==> src/rtl/enc422_pending.sv <==
// rtl/enc422_pending.sv - sequential 4-to-2 priority encoder with pending requests and valid/ack hold
module enc422_pending #(
  parameter bit LSB_FIRST = 1'b1
) (
  input  logic       clk,
  input  logic       rst,
  input  logic [3:0] in,
  input  logic       enable,
  input  logic       ack,
  output logic [1:0] out,
  output logic       valid,
  output logic [3:0] pend,
  output logic       drop
);

  typedef enum logic {IDLE = 1'b0, HOLD = 1'b1} state_t;

  state_t     state, state_n;
  logic [1:0] out_n;
  logic [3:0] pend_n;
  logic       drop_n;
  logic [3:0] req;
  logic [3:0] cand;
  logic [1:0] pick;
  logic       found;
  logic       load;

  assign req   = enable ? in : 4'b0000;
  assign cand  = pend | req;
  assign load  = (state == IDLE) || ack;
  assign valid = (state == HOLD);

  // First set bit of cand in the configured priority order.
  always_comb begin
    pick  = 2'd0;
    found = 1'b0;
    for (int i = 0; i < 4; i++) begin
      if (LSB_FIRST) begin
        if (!found && cand[i]) begin
          pick  = 2'(i);
          found = 1'b1;
        end
      end else begin
        if (!found && cand[3-i]) begin
          pick  = 2'(3 - i);
          found = 1'b1;
        end
      end
    end
  end

  always_comb begin
    state_n = state;
    out_n   = out;
    pend_n  = cand;
    drop_n  = |(req & pend);
    if (load) begin
      if (found) begin
        state_n = HOLD;
        out_n   = pick;
        pend_n  = cand & ~(4'b0001 << pick);
      end else begin
        state_n = IDLE;
        pend_n  = 4'b0000;
      end
    end
  end

  always_ff @(posedge clk) begin
    if (rst) begin
      state <= IDLE;
      out   <= 2'd0;
      pend  <= 4'b0000;
      drop  <= 1'b0;
    end else begin
      state <= state_n;
      out   <= out_n;
      pend  <= pend_n;
      drop  <= drop_n;
    end
  end

endmodule

==> config.mk <==
export PLATFORM = sky130hd
export DESIGN_NAME = enc422_pending
export DESIGN_NICKNAME = d
export VERILOG_FILES = /design/src/rtl/enc422_pending.sv
export SDC_FILE = /design/constraint.sdc
export NUM_CORES = 1
export LEC_CHECK = 0
export CORE_AREA = 3 3 40 42
export DETAILED_ROUTE_END_ITERATION = 8
export DIE_AREA = 0 0 43 45
export PLACE_DENSITY = 0.58
export SLEW_MARGIN = 20
export SYNTH_ARGS = -nofsm -noshare
export SYNTH_HDL_FRONTEND = slang
export SYNTH_SLANG_ARGS = --single-unit
==> constraint.sdc <==
create_clock -name clk -period 1.45 [get_ports clk]
set_input_delay 0.29 -clock clk [delete_from_list [all_inputs] [get_ports clk]]
set_output_delay 0.29 -clock clk [all_outputs]
set_load 0.1 [all_outputs]
==> impl_metrics.tcl <==
set metrics [dict create \
    yosys.area.top_type "dfxtp_1" \
    power.switching_uw 247 \
    cts_root_buf "clkbuf_4" \
    sw_frac_of_total 0.363 \
    finalNonFillerCells 71 \
    clkSinkCount 8 \
    cts_hold_buffers 0 \
    synth-main-ff-cell "dfxtp_1" \
    grt_pass1_wl_um 1370 \
    dpl.hpwl_um 707 \
    cts_buffer_depth 2 \
    grt_overflow_total 0 \
    final_nets 66 \
    cpPeakStageDelay_ps 510 \
    layout-drive-gt1-share 0.411 \
    maxSlewHeadroom 0.801 \
    gp_congestion 0.741 \
    yosysSeqAreaShare 0.443 \
    rsz0062_at_grt "no" \
    diodes 0 \
    io_buffers 15 \
    synth_cell_types 22 \
    drv_cap 0 \
    cp_max_fo 7 \
    worstSkewPairLatency_ps 260 \
    synthTopCellsByArea "dfxtp_1 (44%), a21oi_1 (6.9%), nand2b_1 (5.2%)" \
    synth_most_common_cell "dfxtp_1" \
    drtPass1Iterations 4 \
    fillerInstances 126 \
    core_um2 1280 \
    cts_setup_buffers 0 \
    ys_warn_count 0 \
    startpoint_type "primary input" \
    power.internal_uw 433 \
    syn_to_final_growth_pct 77.9 \
    min_path_type "reg -> reg" \
    worst_path_max_delay_cell "clkdlybuf4s50_1" \
    grt_use_total 0.100 \
    final_max_slew_viol_count 0 \
    ff_latch_area_um2 166 \
    multi_input_area_um2 194 \
    clk_transition_reported_paths_ps 60 \
    syn_inst 38 \
    syn_area_um2 362 \
    min_period_over_period 0.889 \
    hold_viol 0 \
    drt-wirelength-per-cell_um 12.1 \
    period_needed_ps 1290 \
    fin_skew_ps 7.55 \
    synth_fp_nets 46 \
    die_area_um2 1940 \
    grt_max_degree 10 \
    leakagePower_uw 0.000251 \
    route.vias.total 359 \
    postCtsResizedCells 0 \
    arrival_ps 1420 \
    vias_per_cell 5.06 \
    yosys-top-cells-count "dfxtp_1 (8), a21oi_1 (5), nand2b_1 (3)" \
    worstMarginPinSlew_ps 296 \
    antenna_left 0 \
    synth_seq_cells 8 \
    cts_made_buffers 3 \
    syn_area_per_cell_um2 9.52 \
    drt-initial-drc-count 8 \
    async_flop_share 0 \
    routed_wl_um 859 \
    pwr-share-comb 0.368 \
    power_uw 681 \
    synth_top_area_share 0.443 \
    worstSetupPathType "in -> reg" \
    grt_pass1_vias 325 \
    dp.cells 68 \
    die_h_um 45 \
    placement_rows 13 \
    peakVddDrop_mv 0.437 \
    initial_core_util 0.281 \
    drcViolationCount 0 \
    crit_chain "clkdlybuf4s50_1 -> a21oi_1 -> nor3b_2 -> a31oi_1" \
    whs_ps 505 \
    status "finished, final reports clean" \
    setup_violations 0 \
    cts_tree "yes" \
    p_seq_frac 0.373 \
    p_clk_frac 0.259 \
    grt_antenna_before_repair 0 \
    die_w_um 43 \
    endpoint_kind "register" \
    fmax_mhz 776 \
    h-tree-depth 1 \
    postLayoutCoreUtil 0.500 \
    cp.required_ps 1580 \
    synth_edf_count 0 \
    pin_count 16 \
    powerDensity_nw_per_um2 1060 \
]
## cells in the final DEF, fill, tap and decap left out
cell type	instances
nor2b_1	1
o21ai_2	1
nor3b_2	1
and3b_2	1
a21o_2	2
clkbuf_4	3
a211oi_2	1
a21oi_1	5
a22o_1	1
clkdlybuf4s50_1	7
inv_1	1
nand2b_1	3
dfxtp_2	5
dfxtp_1	3
nor3b_1	1
a221oi_1	1
a21o_1	1
nor3_1	2
nor2_1	2
a31oi_1	1
o32ai_1	1
a41oi_1	1
o21ai_0	1
buf_4	1
buf_12	8
nand2_1	1
## final timing paths
check	cells after the start	to	start	slack [ps]
setup / recovery	4	valid$_SDFFE_PP0N_	enable	160
hold / removal	2	pend[0]$_SDFF_PP0_	valid$_SDFFE_PP0N_	510
setup reg to reg	3	valid$_SDFFE_PP0N_	pend[0]$_SDFF_PP0_	420
hold reg to reg	2	pend[0]$_SDFF_PP0_	valid$_SDFFE_PP0N_	510
## per-layer routing
metal  up-vias  track usage  part of all wire
met5         -            0                 0
li1        182            -                 -
met2        15        0.138              0.46
met4         0       0.0904             0.024
met3         2       0.0438             0.095
met1       160        0.116              0.42
## final cells by class
type / instances / area share
multi-input cells: 28 / 0.302
clock buffers: 3 / 0.0350
well taps: 15 / 0.0292
repair buffers: 16 / 0.370
inverters: 1 / 0.00584
flip-flops and latches: 8 / 0.259
## metrics by stage
step	cell area [µm²]	worst slack (ps)	setup TNS, ps
floorplan	368	140	0
global placement	621	-96.0	-356
detailed placement	621	-104	-358
CTS	643	161	0
global route	643	63.4	0
finish	643	161	0
## sequential cells by signal, indices dropped and copies added (netlist names)
register	flops
out	2
pend	4
valid	1
drop	1
## cell families after synthesis
| logic type | after synthesis | share of synthesized area |
|---|---|---|
| AND/OR/NAND/NOR | 12 | 0.211 |
| buffers and inverters | 2 | 0.0207 |
| AO/OA/AOI/OAI | 16 | 0.325 |
| flip-flops | 8 | 0.443 |
## critical path: cells and delay by family
kind / cells / cell delay [ps]
and+or+nand+nor: 1 / 260
AOI/OAI and AO/OA: 2 / 350
buffers and inverters: 1 / 510
## power by group through the flow
stage               Clock, µW  Sequential, µW  Combinational, µW
floorplan                   0             352               55.5
finish                    176             254                251
global route              193             256                262
detailed placement          0             259                251
CTS                       181             254                252
global placement            0             259                252
No activity file was read; power rests on OpenSTA's default activity.
